### config.mk
export PLATFORM = sky130hd
export DESIGN_NAME = cordic_iter_ctrl
export DESIGN_NICKNAME = d
export VERILOG_FILES = /design/src/rtl/cordic_iter_ctrl.sv
export SDC_FILE = /design/constraint.sdc
export NUM_CORES = 1
export LEC_CHECK = 0
export BUFFER_PORTS_ARGS = -buffer_cell sky130_fd_sc_hd__buf_4
export CORE_ASPECT_RATIO = 0.5
export CORE_UTILIZATION = 45
export CTS_CLUSTER_SIZE = 28
export DETAILED_ROUTE_END_ITERATION = 7
export SETUP_SLACK_MARGIN = 0.3
export SLEW_MARGIN = 30
export SYNTH_ARGS = -nofsm -noshare
export SYNTH_HDL_FRONTEND = slang
export SYNTH_SLANG_ARGS = --single-unit
### constraint.sdc
create_clock -name clk -period 8.2 [get_ports clk]
set_input_delay 0.41 -clock clk [delete_from_list [all_inputs] [get_ports clk]]
set_output_delay 0.41 -clock clk [all_outputs]
set_load 0.02 [all_outputs]
### src/rtl/cordic_iter_ctrl.sv
// Iterative CORDIC sequencer: one shared add/sub, three phases (X, Y, Z) per micro-rotation.
// Optional vectoring mode (mode port) is enabled by defining CORDIC_VECTORING_EN.
module cordic_iter_ctrl #(
  parameter int BITS  = 16,
  parameter int ITERS = 12
) (
  input  logic            clk,
  input  logic            rst,
  input  logic            start,
  input  logic [BITS-1:0] x_in,
  input  logic [BITS-1:0] y_in,
  input  logic [BITS-1:0] z_in,
`ifdef CORDIC_VECTORING_EN
  input  logic            mode,
`endif
  output logic            busy,
  output logic            done,
  output logic [BITS-1:0] x_out,
  output logic [BITS-1:0] y_out,
  output logic [BITS-1:0] z_out
);

  typedef enum logic [2:0] {
    S_IDLE,
    S_PH_X,
    S_PH_Y,
    S_PH_Z,
    S_DONE
  } state_t;

  state_t          state, nstate;
  logic [BITS-1:0] x, y, z, xt;
  logic [3:0]      i;
  logic            d, d_now;
  logic            accept, last;
  logic [BITS-1:0] x_sh, y_sh;
  logic [BITS-1:0] add_a, add_b, sum;
  logic            sub;
  logic [15:0]     atan16;
  logic [BITS-1:0] atan_i;
`ifdef CORDIC_VECTORING_EN
  logic            mode_r;
`endif

  // atan(2^-i) with pi = 0x8000
  function automatic logic [15:0] atan_rom(input logic [3:0] idx);
    case (idx)
      4'd0:    atan_rom = 16'h2000;
      4'd1:    atan_rom = 16'h12E4;
      4'd2:    atan_rom = 16'h09FB;
      4'd3:    atan_rom = 16'h0511;
      4'd4:    atan_rom = 16'h028B;
      4'd5:    atan_rom = 16'h0146;
      4'd6:    atan_rom = 16'h00A3;
      4'd7:    atan_rom = 16'h0051;
      4'd8:    atan_rom = 16'h0029;
      4'd9:    atan_rom = 16'h0014;
      4'd10:   atan_rom = 16'h000A;
      4'd11:   atan_rom = 16'h0005;
      4'd12:   atan_rom = 16'h0003;
      4'd13:   atan_rom = 16'h0001;
      4'd14:   atan_rom = 16'h0001;
      default: atan_rom = 16'h0000;
    endcase
  endfunction

  always_comb begin
    atan16 = atan_rom(i);
    // top BITS bits == entry >>> (16-BITS) for the narrower datapaths
    atan_i = atan16[15 -: BITS];
    x_sh   = $signed(x) >>> i;
    y_sh   = $signed(y) >>> i;
    accept = start && ((state == S_IDLE) || (state == S_DONE));
    last   = (i == 4'(ITERS - 1));
  end

  always_comb begin
`ifdef CORDIC_VECTORING_EN
    d_now = mode_r ? y[BITS-1] : ~z[BITS-1];
`else
    d_now = ~z[BITS-1];
`endif
  end

  always_comb begin
    sum = sub ? (add_a - add_b) : (add_a + add_b);
  end

  always_ff @(posedge clk) begin
    if (rst) state <= S_IDLE;
    else     state <= nstate;
  end

  // Operand routing for the single shared adder follows the phase.
  always_comb begin
    nstate = state;
    busy   = 1'b0;
    done   = 1'b0;
    add_a  = x;
    add_b  = y_sh;
    sub    = d_now;
    unique case (state)
      S_IDLE: if (start) nstate = S_PH_X;
      S_PH_X: begin
        busy   = 1'b1;
        nstate = S_PH_Y;
      end
      S_PH_Y: begin
        busy   = 1'b1;
        add_a  = y;
        add_b  = x_sh;
        sub    = ~d;
        nstate = S_PH_Z;
      end
      S_PH_Z: begin
        busy   = 1'b1;
        add_a  = z;
        add_b  = atan_i;
        sub    = d;
        nstate = last ? S_DONE : S_PH_X;
      end
      S_DONE: begin
        done   = 1'b1;
        nstate = start ? S_PH_X : S_IDLE;
      end
      default: nstate = S_IDLE;
    endcase
  end

  always_ff @(posedge clk) begin
    if (rst) begin
      x     <= '0;
      y     <= '0;
      z     <= '0;
      xt    <= '0;
      i     <= '0;
      d     <= 1'b0;
      x_out <= '0;
      y_out <= '0;
      z_out <= '0;
`ifdef CORDIC_VECTORING_EN
      mode_r <= 1'b0;
`endif
    end else begin
      if (accept) begin
        x <= x_in;
        y <= y_in;
        z <= z_in;
        i <= '0;
`ifdef CORDIC_VECTORING_EN
        mode_r <= mode;
`endif
      end
      unique case (state)
        S_PH_X: begin
          d  <= d_now;
          xt <= sum;
        end
        S_PH_Y: begin
          y <= sum;
          x <= xt;
        end
        S_PH_Z: begin
          z <= sum;
          i <= i + 4'd1;
          // x/y are final after the last PH_Y; z is final in this adder result
          if (last) begin
            x_out <= x;
            y_out <= y;
            z_out <= sum;
          end
        end
        default: ;
      endcase
    end
  end

endmodule
==> flow_metrics.env, run 1 <==
export IMPL_outcome="finished, final reports clean"
export IMPL_p_seq_frac=0.281
export IMPL_whs_ns=0.229
export IMPL_fin_crit_sh=0.774
export IMPL_cts_root_buf="clkbuf_16"
export IMPL_vias=7903
export IMPL_min_path_cells=3
export IMPL_antenna_cells=0
export IMPL_synth_top_family_by_area="simple AND/OR/NAND/NOR gates"
export IMPL_ioPinCount=101
export IMPL_synthToLayoutAreaGrowth_pct=17.7
export IMPL_track_usage=0.313
export IMPL_critPathMaxFanout=46
export IMPL_synth_fa_ha_area_frac=0.0424
export IMPL_grt_pass1_wl_mm=43.8
export IMPL_cpMaxStageDelayCell="o21ai_0"
export IMPL_avgSynthCellArea_um2=8.15
export IMPL_crit_buf_inv=1
export IMPL_dieArea_mm2=0.0187
export IMPL_h_tree_depth=4
export IMPL_startpoint="state[1]"
export IMPL_rsz0062_at_grt="no"
export IMPL_hp_class="in -> reg"
export IMPL_path_cells="nor3b_4, buf_12, mux4_2, nor2_1, a31oi_1, o21ai_0, ha_1, nor2_1, xor2_1, ha_1, nor2b_1, o21ai_0, a21boi_0, o21ai_0, a211oi_1, o31ai_1, nor4bb_1, nor3_1, a2111oi_0"
export IMPL_skew_ns=0.0190
export IMPL_grt_pass1_vias=7347
export IMPL_drt_wirelength_per_cell_um=22.1
export IMPL_cp_start_kind="flop"
export IMPL_cts_hold_buf=0
export IMPL_switching_share=0.434
export IMPL_slew_headroom=0.340
export IMPL_drt_iter0_drc=746
export IMPL_ys_seq_elements=134
export IMPL_antenna_found_initial=0
export IMPL_port_buffers=100
export IMPL_clock_sinks=134
export IMPL_place_area_mm2=0.00897
export IMPL_pre_cts_ws_ns=2.00
export IMPL_wl_mm=28.7
export IMPL_worstHoldStart="y_in[13]"
export IMPL_setup_tns_ns=0
export IMPL_crit_type="reg -> reg"
export IMPL_worst_ep_arrival_time_ns=6.61
export IMPL_p_sw_mw=1.27
export IMPL_ant_nets=0
export IMPL_p_leak_nw=3.58
export IMPL_path_clk_slew_ns=0.07
export IMPL_cellPowerDensity_mw_per_mm2=305
export IMPL_min_period_ns=6.35
export IMPL_clk_latency_ns=0.43
export IMPL_synth_compound_area_share=0.208
export IMPL_die_x_um=192
export IMPL_syn_area_mm2=0.00814
export IMPL_r2r_setup_slack_ns=1.85
export IMPL_intPower_mw=1.66
export IMPL_worst_path_largest_cell_delay_ns=0.63
export IMPL_cts_buffers_inserted=17
export IMPL_initial_utilization=0.464
export IMPL_setup_violations=0
export IMPL_syn_num_nets=1077
export IMPL_async_reset_ff_frac=0
export IMPL_muxShareOfSynthArea=0.133
export IMPL_clkPwrFrac=0.281
export IMPL_regToRegStartpoint="state[1]"
export IMPL_critPathTopFamily="compound AO/OA/AOI/OAI gates"
export IMPL_reg2reg_depth=19
export IMPL_placeableCoreArea_mm2=0.0175
export IMPL_worst_pin_slew_ns=0.990
export IMPL_postCtsResizedCells=0
export IMPL_yosys_area_share_simple=0.210
export IMPL_holdPathEnd="y[13]"
export IMPL_peakVddDrop_uv=154
export IMPL_pwr_share_comb=0.438
export IMPL_cts_setup_buffers=0
export IMPL_hold_violations=0
export IMPL_synth_xor_xnor_area_share=0.0280
export IMPL_gp_congestion=0.956
export IMPL_cts_buffer_depth=2
export IMPL_ys_warn_count=0
export IMPL_detailed_place_hpwl_mm=20.2
export IMPL_crit_top_cell="o21ai_0"
export IMPL_remaining_drc_errors=0
export IMPL_grt_ovfl_total=0
export IMPL_fin_nets=1133
export IMPL_cp_required_ns=8.46
export IMPL_timing_fmax_mhz=158
export IMPL_synth_distinct_cells=76
export IMPL_synth_cells=999
export IMPL_synth_top_flop_cell="dfxtp_1"
export IMPL_slew_viol_final=0
export IMPL_cts_tree="built"
export IMPL_fin_ws_ns=1.85
export IMPL_r2r_end="z[14]"
export IMPL_max_cap_violations=0
export IMPL_synth_edf_count=0
export IMPL_drive_above_1_share=0.185
export IMPL_row_count=34
export IMPL_drt_vias_per_instance=6.07
export IMPL_end_kind="flop"
export IMPL_final_area_mm2=0.00958
export IMPL_synth_sequential_area_ratio=0.330
export IMPL_die_h_um=97.1
export IMPL_grt_max_degree=76
export IMPL_drtPass1Iterations=7
-- registers in the layout, summed over array words and instances, names as in the netlist --
register / count
i: 4
atan16: 14
z: 16
x_out: 16
state: 3
y: 16
d: 1
z_out: 16
xt: 16
x: 16
y_out: 16
-- power by group through the flow --
stage	registers (mW)	clock network [mW]	logic, mW
3_5_place_dp	0.832	0	1.24
6_report	0.823	0.821	1.28
3_3_place_gp	0.832	0	1.23
4_1_cts	0.818	0.832	1.25
5_1_grt	0.827	0.861	1.38
2_1_floorplan	0.774	0	0.897
-- stage by stage --
stage	util	total power [mW]	std cells
floorplan	-	1.67	999
global placement	0.512	2.06	1270
detailed placement	0.512	2.07	1270
CTS	0.547	2.90	1301
global route	0.547	3.07	1301
finish	0.547	2.92	1301
-- placed cells by master (no fill, tap or decap), types with 3 or more instances in the layout --
cell,n
a221oi_1,6
o21a_1,7
a211oi_1,7
mux2_4,3
nand2_1,191
nand4_1,4
inv_6,6
nand2b_1,6
a22oi_1,44
mux4_2,18
xor2_1,9
a21o_1,3
nor2b_1,10
o22ai_1,4
a21oi_1,117
mux2_2,13
clkbuf_16,17
nand3b_1,8
o31ai_1,4
a31oi_1,5
nand3_1,15
mux2i_1,46
xnor2_1,17
nor4_1,7
o21ai_0,34
o21ai_1,4
bufinv_16,3
dfxtp_1,134
ha_1,26
nor3_1,18
and2_1,6
inv_1,15
nor2_1,78
o211ai_1,7
buf_4,112
and3_1,4
-- how the worst max path moves through the flow --
stage	end	slack, ns	cells after the start
after floorplan	z[15]	3.22	24
after global placement	y[14]	2.08	19
after CTS	z[14]	1.95	19
final	z[14]	1.85	19
after global routing	z[14]	1.21	19
after detailed placement	z[15]	2.00	20
-- kinds of logic (layout without fill, tap and decap cells) --
logic type / count (synthesis) / in the layout
muxes: 81 / 81
buffers and inverters: 91 / 159
and+or+nand+nor: 373 / 373
AOI/OAI and AO/OA: 267 / 267
DFF: 134 / 134
adders and majority gates: 27 / 27
xor gates and xnor gates: 26 / 26
-- layout make-up --
cell class,count,area (µm²)
Timing Repair Buffer,113,861
Clock inverter,14,185
Inverter,15,56.3
Fill cell,1662,7950
Tap cell,234,293
Sequential cell,134,2680
Clock buffer,17,425
Multi-Input combinational cell,774,5080
-- Yosys cell counts (5+ instances only) --
master / number / area, µm²
dfxtp_1: 134 / 2680
nand2b_1: 6 / 37.5
buf_1: 9 / 33.8
clkbuf_1: 54 / 203
xor2_1: 9 / 78.8
o21a_1: 7 / 52.6
a211oi_1: 7 / 52.6
nor2_1: 80 / 300
a21oi_1: 117 / 586
nand2_1: 191 / 717
a31oi_1: 5 / 31.3
ha_1: 26 / 325
mux2_2: 13 / 146
a22oi_1: 44 / 330
buf_4: 5 / 37.5
nor2b_1: 10 / 62.6
mux2i_1: 46 / 460
nor4_1: 7 / 43.8
nor3_1: 18 / 90.1
nand3b_1: 8 / 60.1
o211ai_1: 7 / 52.6
inv_1: 15 / 56.3
xnor2_1: 17 / 149
and2_1: 7 / 43.8
a221oi_1: 6 / 52.6
mux4_2: 18 / 405
o21ai_0: 34 / 170
nand3_1: 16 / 80.1
-- routing by layer --
layer  track usage  vias up  wire (µm)
met1         0.480     3837      14300
li1              -     3696          -
met5             0        -          0
met4        0.0642        0        383
met3        0.0856       28       2370
met2         0.429      342      11600
-- tightest hold or removal path: stages --
cell	delay, ns
buf_4	0.08
a221oi_1	0.06
nor2_1	0.07
No activity file was read; power rests on OpenSTA's default activity.
==> inputs of run 2 (changes only) <==
- clock period: 8.2 -> 6.15 ns (I/O delays scaled with it)
==> run 2 against run 1 <==
Against the previous run: clock skew decreased by 0.0015 ns; flip-flop and latch count did not move; hold slack got worse by 0.12 ns; sequential power grew 32%; first-iteration DRC count rose by 0.27%; global-route usage down 0.15 points.
==> flow_metrics.env, run 2 (same netlist as run 1, synthesis figures left out) <==
export IMPL_hp_class="in -> reg"
export IMPL_gp_congestion=0.969
export IMPL_path_clk_slew_ns=0.08
export IMPL_die_h_um=97.1
export IMPL_drt_wirelength_per_cell_um=22.0
export IMPL_initial_utilization=0.464
export IMPL_critPathMaxFanout=27
export IMPL_cts_root_buf="clkbuf_16"
export IMPL_ioPinCount=101
export IMPL_end_kind="flop"
export IMPL_drt_vias_per_instance=6.03
export IMPL_cellPowerDensity_mw_per_mm2=401
export IMPL_startpoint="state[1]"
export IMPL_remaining_drc_errors=0
export IMPL_worst_ep_arrival_time_ns=5.62
export IMPL_max_cap_violations=0
export IMPL_drt_iter0_drc=748
export IMPL_slew_headroom=0.346
export IMPL_p_total_mw=3.87
export IMPL_peakVddDrop_uv=255
export IMPL_r2r_setup_slack_ns=0.81
export IMPL_track_usage=0.311
export IMPL_regArea_mm2=0.00268
export IMPL_ant_nets=0
export IMPL_reg2reg_depth=19
export IMPL_setup_tns_ns=0
export IMPL_clock_sinks=134
export IMPL_most_common_layout_cells="nand2_1, dfxtp_1, buf_4, a21oi_1, nor2_1"
export IMPL_grt_ovfl_total=0
export IMPL_clk_latency_ns=0.44
export IMPL_setup_violations=0
export IMPL_die_x_um=192
export IMPL_skew_ns=0.0175
export IMPL_drtPass1Iterations=5
export IMPL_r2r_end="z[15]"
export IMPL_h_tree_depth=4
export IMPL_wl_mm=29.0
export IMPL_grt_pass1_wl_mm=43.4
export IMPL_drive_above_1_share=0.196
export IMPL_detailed_place_hpwl_mm=20.3
export IMPL_fin_crit_sh=0.868
export IMPL_row_count=34
export IMPL_outcome="finished, final reports clean"
export IMPL_port_buffers=100
export IMPL_p_leak_nw=3.62
export IMPL_grt_max_degree=73
export IMPL_cts_buffers_inserted=17
export IMPL_worst_pin_slew_ns=0.979
export IMPL_multi_input_area_mm2=0.00509
export IMPL_cts_buffer_depth=2
export IMPL_grt_pass1_vias=7178
export IMPL_hold_violations=0
export IMPL_rsz0062_at_grt="no"
export IMPL_cts_tree="built"
export IMPL_slew_viol_final=0
export IMPL_cp_start_kind="flop"
export IMPL_crit_type="reg -> reg"
export IMPL_placeableCoreArea_mm2=0.0175
export IMPL_min_period_ns=5.34
export IMPL_cp_required_ns=6.43
export IMPL_antenna_found_initial=1
export IMPL_antenna_cells=0
export IMPL_synthToLayoutAreaGrowth_pct=18.5
export IMPL_endpoint="z[15]"
export IMPL_timing_fmax_mhz=187
export IMPL_cts_hold_buf=0
export IMPL_vias=7926
export IMPL_fin_nets=1146
export IMPL_final_common_cell="nand2_1"
export IMPL_regToRegStartpoint="state[1]"
export IMPL_dieArea_mm2=0.0187
export IMPL_fillers=1687
run 2: through the flow:
stage | instances | utilization | area [µm²] | hold slack, ns | setup WS, ns
after floorplan | 999 | - | 8140 | 0.419 | 1.17
after global placement | 1280 | 0.516 | 9040 | 0.442 | 0.839
after detailed placement | 1280 | 0.516 | 9040 | 0.447 | 0.573
after CTS | 1312 | 0.548 | 9600 | 0.107 | 0.545
after global routing | 1315 | 0.550 | 9650 | 0.125 | 0.400
final | 1315 | 0.550 | 9650 | 0.108 | 0.812
run 2: power by group:
group | leakage, nW | switching, mW | internal, mW | total (mW)
Clock | 0.269 | 0.461 | 0.534 | 0.995
Combinational | 2.26 | 1.13 | 0.654 | 1.78
Sequential | 1.09 | 0.132 | 0.960 | 1.09
run 2: how the worst min path moves through the flow:
stage	cells past startpoint	from	slack [ns]	end
2_1_floorplan	1	rst	0.42	i[2]
3_3_place_gp	2	xt[12]	0.44	xt[12]
3_5_place_dp	2	x_out[14]	0.45	x_out[14]
4_1_cts	3	z_in[13]	0.11	z[13]
5_1_grt	3	y_in[0]	0.12	y[0]
6_report	3	z_in[13]	0.11	z[13]
run 2: what timing repair did:
action                                  4_1_cts  5_1_grt
endpoints found under the setup margin        0        4
gates resized for setup                       0        4
setup buffers                                 0        2
run 2: area by class of cell:
cell class,count,area share
multi-input cells,774,0.528
flip-flops and latches,134,0.278
repair buffers,126,0.100
clock buffers,18,0.0445
well taps,234,0.0304
clock inverters,14,0.0132
inverters,15,0.00584
run 2: per-layer routing:
| metal | global-route usage | up-vias | wire, µm |
|---|---|---|---|
| li1 | - | 3730 | - |
| met1 | 0.481 | 3785 | 14100 |
| met2 | 0.411 | 361 | 11300 |
| met3 | 0.0831 | 50 | 3000 |
| met4 | 0.0909 | 0 | 529 |
| met5 | 0 | - | 0 |
run 2: worst max-delay path, cell delays in order (launching register included):
cell and delay (ns):
dfxtp_2 0.41, nor3b_4 0.26, clkbuf_16 0.29, mux4_2 0.34
mux2_2 0.31, mux4_2 0.51, mux2i_4 0.27, nand3_2 0.15
or3_1 0.41, o21ai_1 0.18, xor2_1 0.25, ha_1 0.28
a21oi_1 0.17, nor3b_1 0.19, o211ai_1 0.18, a41o_1 0.40
a31oi_1 0.19, o21ai_0 0.10, o31ai_1 0.20, a21oi_1 0.09
==> inputs of run 3 (changes only) <==
- RECOVER_POWER: not set -> 50
==> run 3 against run 2 <==
Against the previous run: the flow now finishes with violations (capacitance limit, slew limit); flip-flop and latch count unchanged; non-clock buffer count unchanged; final cell count unchanged; design area decreased by 2.1%; worst setup slack got worse by 0.14 ns; clock skew increased by 0.0015 ns; power about the same; count of clock-buffer cells in the layout unchanged; critical path depth decreased by 1; die area unchanged; sequential share of layout area increased by 0.59 points; clock power about the same.
==> flow_metrics.env, run 3 (same netlist as run 1, synthesis figures left out) <==
export IMPL_clk_latency_ns=0.44
export IMPL_place_area_mm2=0.00904
export IMPL_violations="capacitance limit, slew limit"
export IMPL_p_leak_nw=3.40
export IMPL_placeableCoreArea_mm2=0.0175
export IMPL_dieArea_mm2=0.0187
export IMPL_ioPinCount=101
export IMPL_grt_pass1_vias=7178
export IMPL_intPower_mw=2.15
export IMPL_end_kind="flop"
export IMPL_path_clk_slew_ns=0.08
export IMPL_die_h_um=97.1
export IMPL_max_cap_violations=3
export IMPL_switching_share=0.445
export IMPL_drt_wirelength_per_cell_um=22.0
export IMPL_ant_nets=0
export IMPL_rsz0062_at_grt="no"
export IMPL_track_usage=0.311
export IMPL_p_sw_mw=1.72
export IMPL_antenna_found_initial=1
export IMPL_die_x_um=192
export IMPL_clock_sinks=134
export IMPL_crit_type="reg -> reg"
export IMPL_grt_ovfl_total=0
export IMPL_row_count=34
export IMPL_p_seq_frac=0.282
export IMPL_final_common_cell="nand2_1"
export IMPL_pwr_share_comb=0.459
export IMPL_setup_violations=0
export IMPL_gp_congestion=0.969
export IMPL_skew_ns=0.0189
export IMPL_setup_tns_ns=0
export IMPL_slew_headroom=-1.02
export IMPL_drive_above_1_share=0.147
export IMPL_cts_buffer_depth=2
export IMPL_clkPwrFrac=0.258
export IMPL_vias=7910
export IMPL_grt_pass1_wl_mm=43.4
export IMPL_wl_mm=29.0
export IMPL_worst_ep_arrival_time_ns=5.65
export IMPL_port_buffers=100
export IMPL_drtPass1Iterations=5
export IMPL_cts_buffers_inserted=17
export IMPL_initial_utilization=0.464
export IMPL_grt_max_degree=73
export IMPL_cts_hold_buf=0
export IMPL_cellPowerDensity_mw_per_mm2=410
export IMPL_cp_start_kind="flop"
export IMPL_peakVddDrop_uv=254
export IMPL_most_common_layout_cells="nand2_1, dfxtp_1, a21oi_1, nor2_1, buf_4"
export IMPL_critPathMaxFanout=27
export IMPL_worst_pin_slew_ns=3.03
export IMPL_min_period_ns=5.48
export IMPL_whs_ns=0.109
export IMPL_timing_fmax_mhz=182
export IMPL_cts_tree="built"
export IMPL_detailed_place_hpwl_mm=20.3
export IMPL_remaining_drc_errors=0
export IMPL_final_area_mm2=0.00945
export IMPL_synthToLayoutAreaGrowth_pct=16.1
export IMPL_hold_violations=0
export IMPL_drt_vias_per_instance=6.02
export IMPL_h_tree_depth=4
export IMPL_fin_nets=1146
export IMPL_cts_root_buf="clkbuf_16"
export IMPL_fin_crit_sh=0.891
export IMPL_slew_viol_final=174
export IMPL_hp_class="in -> reg"
export IMPL_outcome="finished, violations left"
export IMPL_antenna_cells=0
export IMPL_drt_iter0_drc=736
export IMPL_cp_required_ns=6.32
export IMPL_utilization=0.539
-- run 3: cell count changes in the layout (fill, tap and decap cells not counted), sizes merged --
cell    change
clkbuf     +51
buf        -51
-- run 3: layout make-up --
cell class | count | area, µm²
Timing Repair Buffer | 126 | 777
Sequential cell | 134 | 2680
Inverter | 15 | 56.3
Fill cell | 1725 | 8080
Multi-Input combinational cell | 774 | 5080
Clock buffer | 18 | 429
Clock inverter | 14 | 128
Tap cell | 234 | 293
-- run 3: worst paths after layout --
kind / from / to / slack, ns / depth (start not counted)
min reg2reg: y_out[15] / y_out[15] / 0.45 / 2
max: i[1] / z[15] / 0.67 / 18
min: z_in[13] / z[13] / 0.11 / 3
max reg2reg: i[1] / z[15] / 0.67 / 18
-- run 3: through the flow --
stage,instances,worst slack (ns),total power [mW]
after global routing,1315,0.284,4.05
after CTS,1312,0.545,3.79
after detailed placement,1280,0.573,2.79
after global placement,1280,0.839,2.78
after floorplan,999,1.17,2.23
final,1315,0.669,3.87
-- run 3: critical path, stage by stage, from the launching register on --
cell,delay [ns]
dfxtp_1,0.31
buf_4,0.38
mux2_2,0.40
mux4_2,0.52
mux4_2,0.52
mux2i_4,0.27
nand3_2,0.16
or3_1,0.41
o21ai_1,0.18
xor2_1,0.24
ha_1,0.27
a21oi_1,0.17
nor3b_1,0.19
o211ai_1,0.20
a41o_1,0.41
a31oi_1,0.20
o21ai_0,0.10
o31ai_1,0.20
a21oi_1,0.09
-- run 3: power by group through the flow --
stage          registers, mW  logic (mW)  clock network [mW]
4_1_cts                 1.09        1.70                1.01
3_3_place_gp            1.10        1.67                   0
5_1_grt                 1.10        1.90                1.05
6_report                1.09        1.78                1.00
3_5_place_dp            1.10        1.69                   0
2_1_floorplan           1.03        1.20                   0
-- run 3: metal layers --
metal	GRT usage	vias up	part of all wire
met4	0.0909	0	0.020
li1	-	3724	-
met5	0	-	0
met1	0.481	3777	0.50
met3	0.0831	52	0.095
met2	0.411	357	0.39
-- run 3: repair_timing --
action / in CTS / in global routing
endpoints found under the hold margin: 0 / 0
setup buffers: 0 / 2
gates resized for setup: 0 / 4
endpoints found under the setup margin: 0 / 4
